===== src/rtl/dcache_linefill.sv =====
// dcache_linefill: miss-handling engine between the data cache and the on-chip RAM (OCM).
//
// On an accepted miss the engine optionally reads the dirty victim line out of the dcache
// data RAM and writes it back to OCM. It then reads the new line from OCM, writes it into the
// dcache data and tag RAMs, and returns it for forwarding with a one-cycle resp_valid pulse.
// The cache is direct-mapped with 32 sets and one 128-bit word per line.
//
// Ports:
//   CLK, RSTN                    clock, asynchronous active-low reset
//   req_valid/req_ready          miss handshake; accepted when both are high
//   req_index/req_tag            set index and tag of the missing line
//   req_wb/req_vtag              victim dirty flag and victim tag
//   resp_valid/resp_data         fill-complete pulse and the filled line
//   ocm_req/ocm_gnt              OCM arbitration; an access happens in a cycle with req & gnt
//   ocm_cena/wena/aa/qa          OCM port A (read only)
//   ocm_cenb/wenb/ab/db          OCM port B (write only)
//   dm_cen/wen/a/d/q             dcache data RAM
//   dt_cenb/ab/db                dcache tag RAM write port
//   fill_cnt/wb_cnt              saturating event counters

module dcache_linefill #(
    parameter int unsigned CNT_W = 16
) (
    input  logic             CLK,
    input  logic             RSTN,
    input  logic             req_valid,
    output logic             req_ready,
    input  logic [4:0]       req_index,
    input  logic [6:0]       req_tag,
    input  logic             req_wb,
    input  logic [6:0]       req_vtag,
    output logic             resp_valid,
    output logic [127:0]     resp_data,
    output logic             ocm_req,
    input  logic             ocm_gnt,
    output logic             ocm_cena,
    output logic             ocm_wena,
    output logic [11:0]      ocm_aa,
    input  logic [127:0]     ocm_qa,
    output logic             ocm_cenb,
    output logic             ocm_wenb,
    output logic [11:0]      ocm_ab,
    output logic [127:0]     ocm_db,
    output logic             dm_cen,
    output logic [15:0]      dm_wen,
    output logic [4:0]       dm_a,
    output logic [127:0]     dm_d,
    input  logic [127:0]     dm_q,
    output logic             dt_cenb,
    output logic [4:0]       dt_ab,
    output logic [6:0]       dt_db,
    output logic [CNT_W-1:0] fill_cnt,
    output logic [CNT_W-1:0] wb_cnt
);

    typedef enum logic [2:0] {
        StIdle,
        StRdVic,
        StWbWr,
        StFillRd,
        StFillWr,
        StDone
    } state_e;

    state_e state_q, state_d;

    // Latched request fields; all RAM pins decode from these, never from req_*.
    logic [4:0]       index_q;
    logic [6:0]       tag_q;
    logic [6:0]       vtag_q;

    logic [127:0]     victim_q;
    // Set once the victim has been captured so a stalled writeback keeps driving stable data.
    logic             victim_held_q;
    logic [127:0]     resp_data_q;
    logic [CNT_W-1:0] fill_cnt_q;
    logic [CNT_W-1:0] wb_cnt_q;

    logic accept;
    assign accept = (state_q == StIdle) && req_valid;

    // ---------------------------------------------------------------------------------------
    // State and datapath registers
    // ---------------------------------------------------------------------------------------
    always_ff @(posedge CLK or negedge RSTN) begin
        if (!RSTN) begin
            state_q       <= StIdle;
            index_q       <= '0;
            tag_q         <= '0;
            vtag_q        <= '0;
            victim_q      <= '0;
            victim_held_q <= 1'b0;
            resp_data_q   <= '0;
            fill_cnt_q    <= '0;
            wb_cnt_q      <= '0;
        end else begin
            state_q <= state_d;

            if (accept) begin
                index_q <= req_index;
                tag_q   <= req_tag;
                vtag_q  <= req_vtag;
            end

            // dm_q is only valid in the first writeback cycle, so hold a copy for stalls.
            if (state_q == StWbWr) begin
                if (!victim_held_q) begin
                    victim_q <= dm_q;
                end
                victim_held_q <= !ocm_gnt;
            end else begin
                victim_held_q <= 1'b0;
            end

            if (state_q == StFillWr) begin
                resp_data_q <= ocm_qa;
            end

            if (state_q == StWbWr && ocm_gnt && wb_cnt_q != '1) begin
                wb_cnt_q <= wb_cnt_q + CNT_W'(1);
            end

            if (state_q == StDone && fill_cnt_q != '1) begin
                fill_cnt_q <= fill_cnt_q + CNT_W'(1);
            end
        end
    end

    // ---------------------------------------------------------------------------------------
    // Next state and pin decode
    // ---------------------------------------------------------------------------------------
    always_comb begin
        state_d    = state_q;
        req_ready  = 1'b0;
        resp_valid = 1'b0;
        ocm_req    = 1'b0;
        ocm_cena   = 1'b1;
        ocm_wena   = 1'b1;
        ocm_aa     = '0;
        ocm_cenb   = 1'b1;
        ocm_wenb   = 1'b1;
        ocm_ab     = '0;
        ocm_db     = '0;
        dm_cen     = 1'b1;
        dm_wen     = 16'hFFFF;
        dm_a       = '0;
        dm_d       = '0;
        dt_cenb    = 1'b1;
        dt_ab      = '0;
        dt_db      = '0;

        unique case (state_q)
            StIdle: begin
                req_ready = 1'b1;
                if (req_valid) begin
                    state_d = req_wb ? StRdVic : StFillRd;
                end
            end

            StRdVic: begin
                dm_cen  = 1'b0;
                dm_a    = index_q;
                state_d = StWbWr;
            end

            StWbWr: begin
                ocm_req  = 1'b1;
                ocm_cenb = 1'b0;
                ocm_wenb = 1'b0;
                ocm_ab   = {vtag_q, index_q};
                ocm_db   = victim_held_q ? victim_q : dm_q;
                if (ocm_gnt) begin
                    state_d = StFillRd;
                end
            end

            StFillRd: begin
                ocm_req  = 1'b1;
                ocm_cena = 1'b0;
                ocm_aa   = {tag_q, index_q};
                if (ocm_gnt) begin
                    state_d = StFillWr;
                end
            end

            StFillWr: begin
                dm_cen  = 1'b0;
                dm_wen  = 16'h0000;
                dm_a    = index_q;
                dm_d    = ocm_qa;
                dt_cenb = 1'b0;
                dt_ab   = index_q;
                dt_db   = tag_q;
                state_d = StDone;
            end

            StDone: begin
                resp_valid = 1'b1;
                state_d    = StIdle;
            end

            default: begin
                state_d = StIdle;
            end
        endcase
    end

    assign resp_data = resp_data_q;
    assign fill_cnt  = fill_cnt_q;
    assign wb_cnt    = wb_cnt_q;

endmodule


===== config.mk =====
export PLATFORM = sky130hd
export DESIGN_NAME = dcache_linefill
export DESIGN_NICKNAME = d
export VERILOG_FILES = /design/src/rtl/dcache_linefill.sv
export SDC_FILE = /design/constraint.sdc
export NUM_CORES = 1
export LEC_CHECK = 0
export CAP_MARGIN = 20
export CORE_AREA = 2 2 300 302
export DETAILED_ROUTE_END_ITERATION = 12
export DIE_AREA = 0 0 302 304
export PLACE_DENSITY = 0.43
export SLEW_MARGIN = 5
export SYNTH_ARGS = -nofsm -noshare
export SYNTH_HDL_FRONTEND = slang
export SYNTH_SLANG_ARGS = --single-unit
export TNS_END_PERCENT = 10

===== constraint.sdc =====
create_clock -name CLK -period 2.1 [get_ports CLK]
set_input_delay 0.21 -clock CLK [delete_from_list [all_inputs] [get_ports CLK]]
set_output_delay 0.21 -clock CLK [all_outputs]
set_load 0.05 [all_outputs]

==> summary.txt, run 1 <==
Drt
  • Routed WL: 76.1 mm
  • Wirelength per Cell: 22.9 µm
  • Drt pass-1 iters: 4
  • Via/cell ratio: 4.04
  • Routed Antenna Nets: 0
  • Via Count: approximately 13k
  • DRC Markers: 0
  • Initial detailed-routing violation count: 546

Power and ir drop
  • PD cells: between 1500 and 2000 nW/µm²
  • Leakage: 14.0 nW
  • VDD IR max: 0.00115 V

Critical path
  • Critical path class: reg2out
  • Startpoint Class: flip-flop
  • Worst path arrival time: 2.21 ns
  • CP required: 1.89 ns
  • Setup crit end kind: primary output
  • Crit-path slowest cell: dfrtp_4
  • Crit-path cells: and2b_4 -> and2b_4 -> inv_8 -> buf_16 -> clkbuf_16 -> nor2_4 -> buf_12
  • Crit-path max cell delay: 0.47 ns
  • Crit-path max FO: 7
  • Crit path top cell by count: and2b_4

Clock network
  • TritonCTS clock tree: yes
  • Num CTS Buffers: 43
  • Skew-Pair Late Insertion Delay: 0.57 ns
  • Clock slew at the register clock pins of the worst setup and hold paths: 0.06 ns
  • Clock root buffer: clkbuf_16
  • Bufs on Longest Clock Path: 3
  • Clock sinks: between 300 and 400
  • CTS H-tree depth: 2

Floorplan
  • Core box area: around 89000 µm²
  • Die ar.: 91800 µm²
  • IO Count: 762
  • Site Rows: 110
  • Initial Util: 16.7%
  • Die Span Y: slightly above 300 µm
  • Horiz. Die Dim: 302 µm

Finish
  • Area Growth Syn to Fin: 107%
  • Final non-filler cell total: between 3k and 4k
  • Share of layout cells above drive strength 1: 41.4%
  • # nets final: 2395

Timing
  • Final Skew: around 0.033 ns
  • Worst slew pin tran: 0.682 ns
  • Pins Over Slew Limit: 0
  • Hold Fails Final Rpt: 0
  • Final hold slack: 0.218 ns
  • RSZ-0062 raised after global routing: true
  • Relative slew slack: 54.7%
  • Final period utilization: 115%
  • Post-layout minimum cycle time: 2.42 ns
  • Worst Slack Setup Final: -0.316 ns
  • Fmax: 414 MHz
  • Setup-failing EPs final: 364

Global route
  • First-pass GRT wire length: 106 mm
  • Pin count of the biggest net entering global routing: 113
  • Initial antenna violation count: 4
  • Vias in the first global route: between 10k and 15k
  • Grt ovf: 0
  • Tot GR Track Use: 15.8%

Logic synthesis
  • Mapped Cells: 1262
  • Multiplexer area fraction after synthesis: ~20%
  • Post-synthesis async set-or-reset flop share: 100%
  • Simple-Gate Fraction of Synth Area: 14.1%
  • Number of synthesized register bits: between 300 and 400
  • Area contributors post-synth: dfrtp_1 52%, mux2_1 9.2%, mux2i_1 8.6%
  • Post-synthesis xor/xnor area fraction: 1.53%
  • Dominant synthesized flop cell: dfrtp_1
  • Register area share after synthesis: between 50% and 60%
  • Mapped Nets: 1544
  • Post-synth EDFFs: 0
  • Top cell type's share of synthesized area: 52.3%
  • Syn_area_per_cell: ~12 µm²
  • Adder-Cell Fraction of Synth Area: 0.168%
  • Mapped Area: 14900 µm²
  • Largest family of logic cells by synthesized area: multiplexers
  • Yosys cell types: 50
  • Synth area leader: dfrtp_1
  • Synth warnings: 0
  • Compound-Gate Fraction of Synth Area: 6.92%

Job
  • Max-cap viol count: 0

Worst hold path
  • Hold Path Class: in2async

Placed design
  • Placed insts: 3222
  • Global placement routability congestion: slightly above 0.8
  • DP HPWL: 58.3 mm
  • Port-buffer cells: 760

Status
  • Outcome: finished, violations left
  • Failing checks: setup timing
[sequential cells by signal (all words and copies together) (netlist names)]
signal	flops
tag_q	7
state_q	3
victim_held_q	1
wb_cnt	16
fill_cnt	16
resp_data	128
index_q	5
victim_q	128
vtag_q	7
[metal layers]
| layer | track usage [%] | share of wire, % | wire length [µm] |
|---|---|---|---|
| met3 | 4.36 | 7.3 | 5510 |
| met1 | 18.5 | 38 | 29300 |
| met4 | 5.11 | 3.4 | 2580 |
| met5 | 0 | 0 | 0 |
| met2 | 27.7 | 51 | 38700 |
[stage by stage]
stage	instance area (µm²)	TNS [ns]	setup slack (ns)	power, mW	utilization [%]
after floorplan	14900	-4.58	-0.166	27.2	-
after global placement	27700	0	0.0273	41.3	31.1
after detailed placement	27700	0	0.00987	41.7	31.1
after CTS	30300	-105.05	-0.478	51.8	34.0
after global routing	30900	-117.44	-0.429	54.8	34.7
final	30900	-70.72	-0.316	52.5	34.7
[cells by family (layout without fill, tap and decap cells)]
family,count (synthesis),count (layout)
simple gates,382,382
xor+xnor,26,26
compound gates,139,139
buf+inv,121,1002
fa+ha+maj,2,2
other cells,1,4
mux,280,280
flops,311,311
[area by class of cell]
class | instances | area (µm²)
diodes | 3 | 7.51
clock buffers | 65 | 1270
clock inverters | 10 | 118
fillers | 8741 | 58200
inverters | 7 | 33.8
multi-input cells | 830 | 7590
flip-flops and latches | 311 | 7790
well taps | 1176 | 1470
repair buffers | 920 | 12600
[power by group]
group | switching [mW] | internal, mW
clock network | 2.88 | 4.40
logic | 20.1 | 14.9
registers | 1.57 | 8.69
total | 24.5 | 28.0
[timing repair]
action,4_1_cts,5_1_grt
pin swaps,67,50
setup endpoints to repair,344,445
buffers inserted,2,1
gates resized for setup,367,74
endpoints found under the hold margin,46,0
cloned,6,12
hold buffers,1,0
[final timing paths]
kind | endpoint | startpoint | depth (start not counted) | slack (ns)
max in group asynchronous | victim_q[16] | RSTN | 3 | 1.18
hold reg to reg | resp_data[37] | resp_data[37] | 1 | 0.47
setup / recovery | ocm_db[76] | state_q[2] | 7 | -0.32
hold / removal | victim_q[56] | RSTN | 2 | 0.22
min in group CLK | index_q[2] | req_index[2] | 2 | 0.25
setup reg to reg | victim_q[20] | state_q[2] | 8 | -0.08
[worst max-delay path: cells and delay by family (launching register included)]
kind | cells | cell delay (ns)
buf+inv | 4 | 0.55
flops | 1 | 0.47
simple gates | 3 | 0.59
[cells in the mapped netlist, types with 3 or more instances]
library cell,n
nor3_1,10
xnor2_1,7
a21o_1,128
nand4_2,3
mux2_2,31
buf_4,21
mux2i_1,128
nand2_1,14
mux2_1,121
and3_1,155
buf_2,31
o21ai_0,5
and2_1,20
nor2_1,137
dfrtp_1,311
inv_1,5
buf_8,11
nor4_2,3
xor2_1,19
clkbuf_1,47
nand4_1,8
nand3_1,9
buf_6,4
[cells in the final DEF, fill, tap and decap left out, types with 5 or more instances in the layout]
| cell | n |
|---|---|
| buf_6 | 13 |
| inv_1 | 5 |
| xor2_1 | 19 |
| mux2_1 | 120 |
| and3_4 | 36 |
| nand3_1 | 9 |
| a21o_1 | 128 |
| mux2_2 | 31 |
| buf_4 | 145 |
| nor3_1 | 9 |
| clkinv_2 | 5 |
| clkdlybuf4s50_1 | 371 |
| nor2_1 | 11 |
| clkbuf_1 | 12 |
| and2_1 | 19 |
| clkbuf_8 | 9 |
| dlygate4sd2_1 | 19 |
| and3_2 | 68 |
| xnor2_1 | 7 |
| o21ai_0 | 5 |
| mux2i_2 | 18 |
| and3_1 | 51 |
| nand2_1 | 13 |
| nor2_2 | 19 |
| buf_16 | 10 |
| dfrtp_1 | 309 |
| nand4_1 | 8 |
| mux2i_1 | 110 |
| dlymetal6s2s_1 | 8 |
| nor2_4 | 109 |
| clkbuf_16 | 54 |
| buf_12 | 340 |
No activity file was read; power rests on OpenSTA's default activity.
==> run 2: changes to the inputs <==
Settings changed: RECOVER_POWER set to 50.
==> run 2 against run 1 <==
Compared with the run above:
- the flow still finishes with violations (setup timing)
- critical path depth did not move
- flip-flop and latch count unchanged
- critical path type unchanged
- via count grew 0.18%
- die area unchanged
- critical endpoint unchanged
- total power down 0.31%
- sequential power hardly changed
- wire length about the same
- clock power is essentially flat
- largest cell class unchanged
==> summary.txt, run 2 (synthesis results as in run 1) <==
Critical path
  • R2R depth: 8
  • Crit-path max FO: 7
  • Worst R2R End: victim_q[20]
  • Worst Setup SP: state_q[2]
  • Critical path class: reg2out
  • Crit path capture: ocm_db[76]
  • Worst path arrival time: 2.20 ns
  • Crit path top cell by count: and2b_4
  • Critical path depth: 7
  • Crit-path slowest cell: dfrtp_4
  • Crit-path max cell delay: ~0.47 ns
  • R2R setup slack: -0.07 ns
  • Crit-path cells: and2b_4 -> and2b_4 -> inv_8 -> buf_16 -> clkbuf_16 -> nor2_4 -> buf_12
  • Setup crit end kind: primary output
  • CP Buf/Inv Count: 4
  • Reg2reg start: state_q[2]
  • CP top delay family: simple AND/OR/NAND/NOR gates
  • CP required: 1.89 ns
  • Startpoint Class: flip-flop

Finish
  • Multi-input gate area: ~7600 µm²
  • Share of layout cells above drive strength 1: 40.2%
  • Area Growth Syn to Fin: 106%
  • Commonest non-fill, non-tap cell in the layout: clkdlybuf4s50_1
  • Final non-filler cell total: 3322
  • Final Util: 34.5%
  • Most frequent cells in the layout: 371 x clkdlybuf4s50_1, 335 x buf_12, 309 x dfrtp_1
  • Reg area: 7790 µm²
  • Design area: 30700 µm²
  • # nets final: 2395
  • Fillers: around 9k

Placed design
  • Global placement routability congestion: 0.829
  • Placed Area: 27700 µm²
  • Port-buffer cells: 760
  • Placed insts: around 3.2k
  • DP HPWL: 58.3 mm

Timing
  • Relative slew slack: 32.5%
  • Post-layout minimum cycle time: 2.41 ns
  • Fmax: 415 MHz
  • Final hold slack: 0.259 ns
  • RSZ-0062 raised after global routing: true
  • Pins Over Slew Limit: 0
  • Final Skew: 0.0301 ns
  • Hold Fails Final Rpt: 0
  • Worst Slack Setup Final: -0.311 ns
  • Final period utilization: 115%
  • Setup-failing EPs final: ~360
  • Worst slew pin tran: 1.01 ns

Clock network
  • Clock slew at the register clock pins of the worst setup and hold paths: 0.06 ns
  • Clock sinks: 311
  • CTS H-tree depth: 2
  • Num CTS Buffers: 43
  • Clock root buffer: clkbuf_16
  • Skew-Pair Late Insertion Delay: 0.57 ns
  • Bufs on Longest Clock Path: 3
  • TritonCTS clock tree: yes

Global route
  • Tot GR Track Use: 15.8%
  • Vias in the first global route: approximately 14k
  • Pin count of the biggest net entering global routing: 113
  • First-pass GRT wire length: around 110 mm
  • Grt ovf: 0
  • Initial antenna violation count: 4

Floorplan
  • IO Count: ~760
  • Initial Util: between 10% and 20%
  • Site Rows: between 100 and 150
  • Die ar.: 91800 µm²
  • Core box area: 89000 µm²
  • Horiz. Die Dim: 302 µm
  • Die Span Y: approximately 300 µm

Drt
  • Via Count: 13.4k
  • Met3 routed WL: 5.35 mm
  • Routed WL: 76.1 mm
  • Via/cell ratio: 4.04
  • Routed Antenna Nets: 0
  • Drt pass-1 iters: 4
  • Wirelength per Cell: 22.9 µm
  • DRC Markers: 0
  • Top routing layer in use: met4
  • Met1 wire length: roughly 29 mm
  • Met2 Wirelength: 38.8 mm
  • Initial detailed-routing violation count: around 530

Job
  • Max-cap viol count: 0

Power and ir drop
  • PD cells: around 1700 nW/µm²
  • Power, Total: 52.3 mW
  • Leakage: ~14 nW
  • VDD IR max: 0.00115 V

Status
  • Outcome: finished, violations left
  • Failing checks: setup timing

Worst hold path
  • Hold Path Class: in2reg
## run 2: cell types whose count changed in the layout (fill, tap and decap cells not counted)
cell and delta:
buf_12 -5, buf_2 +2, buf_4 -28, buf_8 -1, clkbuf_1 +26, clkbuf_2 +3
clkbuf_4 +3
## run 2: metal layers
metal,up-vias,GRT usage (%)
li1,6141,-
met1,6660,18.5
met2,547,27.7
met3,88,4.36
met4,0,5.11
met5,-,0
## run 2: worst min path at each step
stage,start,to,slack [ns],cells past startpoint
after global placement,RSTN,victim_q[56],0.23,1
after detailed placement,RSTN,victim_q[56],0.23,1
after floorplan,RSTN,fill_cnt[0],-0.09,0
final,req_index[2],index_q[2],0.26,2
after global routing,req_tag[5],tag_q[5],0.21,2
after CTS,req_index[2],index_q[2],0.20,2
## run 2: where the power goes
group	total [mW]	switching, mW	internal, mW
Clock	7.26	2.86	4.40
Sequential	10.3	1.57	8.69
Combinational	34.8	20.1	14.7
Total	52.3	24.5	27.8
## run 2: repair_timing
item                                   CTS  global route
pin swaps                               67            50
resized for setup                      367            74
setup buffers                            2             1
cloned                                   6            12
hold buffers                             1             0
setup endpoints to repair              344           445
endpoints found under the hold margin   46             0
## run 2: final cells by class
class / instances / area share [%]
sequential: 311 / 25.4
tap: 1176 / 4.79
multi-input combinational: 830 / 24.7
clock inverter: 10 / 0.383
clock buffer: 65 / 4.14
timing repair buffer: 920 / 40.5
inverter: 7 / 0.110
antenna: 3 / 0.0245
## run 2: stage by stage
step | worst slack, ns | setup TNS, ns
4_1_cts | -0.478 | -105.05
3_5_place_dp | 0.00987 | 0
6_report | -0.311 | -68.30
2_1_floorplan | -0.166 | -4.58
5_1_grt | -0.429 | -117.44
3_3_place_gp | 0.0273 | 0
==> run 3: changes to the inputs <==
Settings changed: PLACE_DENSITY 0.43 to 0.51, SLEW_MARGIN 5 to not set.
==> run 3 against run 2 <==
Compared with the run above:
- global-route usage up 0.27 points
- critical endpoint is now ocm_db[60]
- sequential power barely moved
- the run ends with capacitance limit, slew limit, setup timing left
- largest cell class unchanged
- fmax is 0.28% higher
- sequential share of layout area grew 0.062 points
- die area stayed put
- total power rose by 0.14%
- highest routed layer is now met5
- setup slack better by 0.0066 ns
- final area shrank 0.23%
- register-to-register slack improved by 0.08 ns
- count of clock-buffer cells in the layout decreased by 7
- clock power is 0.7% lower
- via count grew 1.3%
==> summary.txt, run 3 (synthesis results as in run 1) <==
Power and ir drop
  • PD cells: roughly 1700 nW/µm²
  • Switching share of power: between 40 and 50%
  • Comb pwr share: between 60% and 70%
  • Int Power: 27.6 mW
  • Leakage: 13.5 nW
  • NetSw: 24.7 mW
  • Clock power share: between 10% and 20%
  • VDD IR max: 0.00137 V
  • Reg power frac: around 20%

Timing
  • Final hold slack: 0.271 ns
  • Post-layout minimum cycle time: 2.40 ns
  • Hold Fails Final Rpt: 0
  • Fmax: around 420 MHz
  • Worst slew pin tran: about 1.6 ns
  • Relative slew slack: -9.25%
  • Final period utilization: 115%
  • Setup-failing EPs final: 318
  • Worst Slack Setup Final: -0.305 ns
  • RSZ-0062 raised after global routing: true
  • Final Skew: roughly 0.026 ns
  • Pins Over Slew Limit: 45
  • Setup TNS: -65.12 ns

Drt
  • Routed WL: 77.6 mm
  • DRC Markers: 0
  • Initial detailed-routing violation count: 539
  • Routed Antenna Nets: 0
  • Wirelength per Cell: 23.5 µm
  • Drt pass-1 iters: 4
  • Via Count: around 14k
  • Via/cell ratio: roughly 4.1

Critical path
  • CP Buf/Inv Count: 3
  • CP required: 1.89 ns
  • CP top delay family: simple AND/OR/NAND/NOR gates
  • Worst path arrival time: 2.19 ns
  • Crit-path cells: and2b_4 -> and2b_4 -> inv_8 -> clkbuf_16 -> nor2_2 -> buf_12
  • Critical path class: reg2out
  • Crit-path slowest cell: dfrtp_4
  • R2R setup slack: 0.01 ns
  • Crit path top cell by count: and2b_4
  • Setup crit end kind: primary output
  • Crit-path max cell delay: 0.48 ns
  • Crit-path max FO: 14
  • Startpoint Class: flip-flop

Clock network
  • CTS H-tree depth: 2
  • Clock sinks: 311
  • TritonCTS clock tree: yes
  • Clock root buffer: clkbuf_16
  • Clock slew at the register clock pins of the worst setup and hold paths: 0.06 ns
  • Num CTS Buffers: 40
  • Skew-Pair Late Insertion Delay: around 0.57 ns
  • Bufs on Longest Clock Path: 3

Global route
  • Tot GR Track Use: roughly 16%
  • Initial antenna violation count: 5
  • First-pass GRT wire length: 108 mm
  • Pin count of the biggest net entering global routing: 110
  • Vias in the first global route: 14.6k
  • Grt ovf: 0

Floorplan
  • IO Count: about 760
  • Core box area: 89000 µm²
  • Initial Util: roughly 17%
  • Die Span Y: 304 µm
  • Die ar.: ~90000 µm²
  • Site Rows: 110
  • Horiz. Die Dim: roughly 300 µm

Placed design
  • Global placement routability congestion: 0.892
  • Placed Area: ~27000 µm²
  • Port-buffer cells: 760
  • Pre-CTS WS: -0.0679 ns
  • DP HPWL: 59.2 mm

Finish
  • Area Growth Syn to Fin: 106%
  • Share of layout cells above drive strength 1: about two fifths
  • # nets final: approximately 2.4k
  • Most frequent cells in the layout: 365 x clkdlybuf4s50_1, 332 x buf_12, 308 x dfrtp_1
  • Design area: 30600 µm²
  • Commonest non-fill, non-tap cell in the layout: clkdlybuf4s50_1

Status
  • Failing checks: capacitance limit, slew limit, setup timing
  • Outcome: finished, violations left

Worst hold path
  • Hold Path Class: in2reg

Job
  • Max-cap viol count: 1
-- run 3: cell types whose count changed in the layout (fill, tap and decap cells not counted), sizes merged, moves of 3 or more --
cell / delta
bufbuf: +3
dlygate4sd2: -3
clkinv: +3
clkbuf: +14
buf: -27
dlymetal6s2s: -3
clkdlybuf4s50: -6
-- run 3: worst paths after layout --
check                          startpoint             end  cells after the start
max reg2reg                    state_q[2]    victim_q[17]                      7
min in group asynchronous            RSTN    victim_q[85]                      2
max in group asynchronous            RSTN  resp_data[113]                      3
min                           req_vtag[0]       vtag_q[0]                      2
min reg2reg                resp_data[100]  resp_data[100]                      1
max                            state_q[2]      ocm_db[60]                      6
-- run 3: per-layer routing --
metal	routed length, µm	GRT usage (%)
met5	13	0
met4	2920	5.17
met3	6660	5.27
met2	38200	27.7
met1	29800	18.6
-- run 3: timing repair --
item	4_1_cts	5_1_grt
pin swaps	46	45
gates cloned	11	9
endpoints found under the hold margin	69	0
hold buffers	1	0
buffers inserted	21	3
endpoints found under the setup margin	335	343
resized for setup	292	166
-- run 3: worst reg2reg max path, delay by kind of cell, from the launching register on --
| kind | cells | cell delay [ns] |
|---|---|---|
| buffers and inverters | 3 | 0.55 |
| multiplexers | 1 | 0.36 |
| AND/OR/NAND/NOR | 3 | 0.57 |
| flip-flops | 1 | 0.48 |
-- run 3: power by group through the flow --
stage	logic [mW]	registers (mW)	clock network, mW
after floorplan	13.3	13.8	0
after global placement	31.0	10.5	0
after detailed placement	31.3	10.6	0
after CTS	33.7	10.5	7.50
after global routing	36.1	10.8	7.75
final	34.7	10.5	7.21
-- run 3: area by class of cell --
class / count / area, µm²
fillers: 8692 / 58400
repair buffers: 905 / 12200
clock inverters: 13 / 203
well taps: 1176 / 1470
diodes: 4 / 10.0
flip-flops and latches: 311 / 7790
multi-input cells: 830 / 7740
clock buffers: 58 / 1180
inverters: 7 / 36.3
-- run 3: stage by stage --
stage | power, mW | util (%) | instances
4_1_cts | 51.6 | 33.7 | 3288
3_5_place_dp | 41.9 | 30.7 | 3184
3_3_place_gp | 41.4 | 30.7 | 3184
5_1_grt | 54.7 | 34.4 | 3301
2_1_floorplan | 27.2 | - | 1262
6_report | 52.4 | 34.4 | 3304
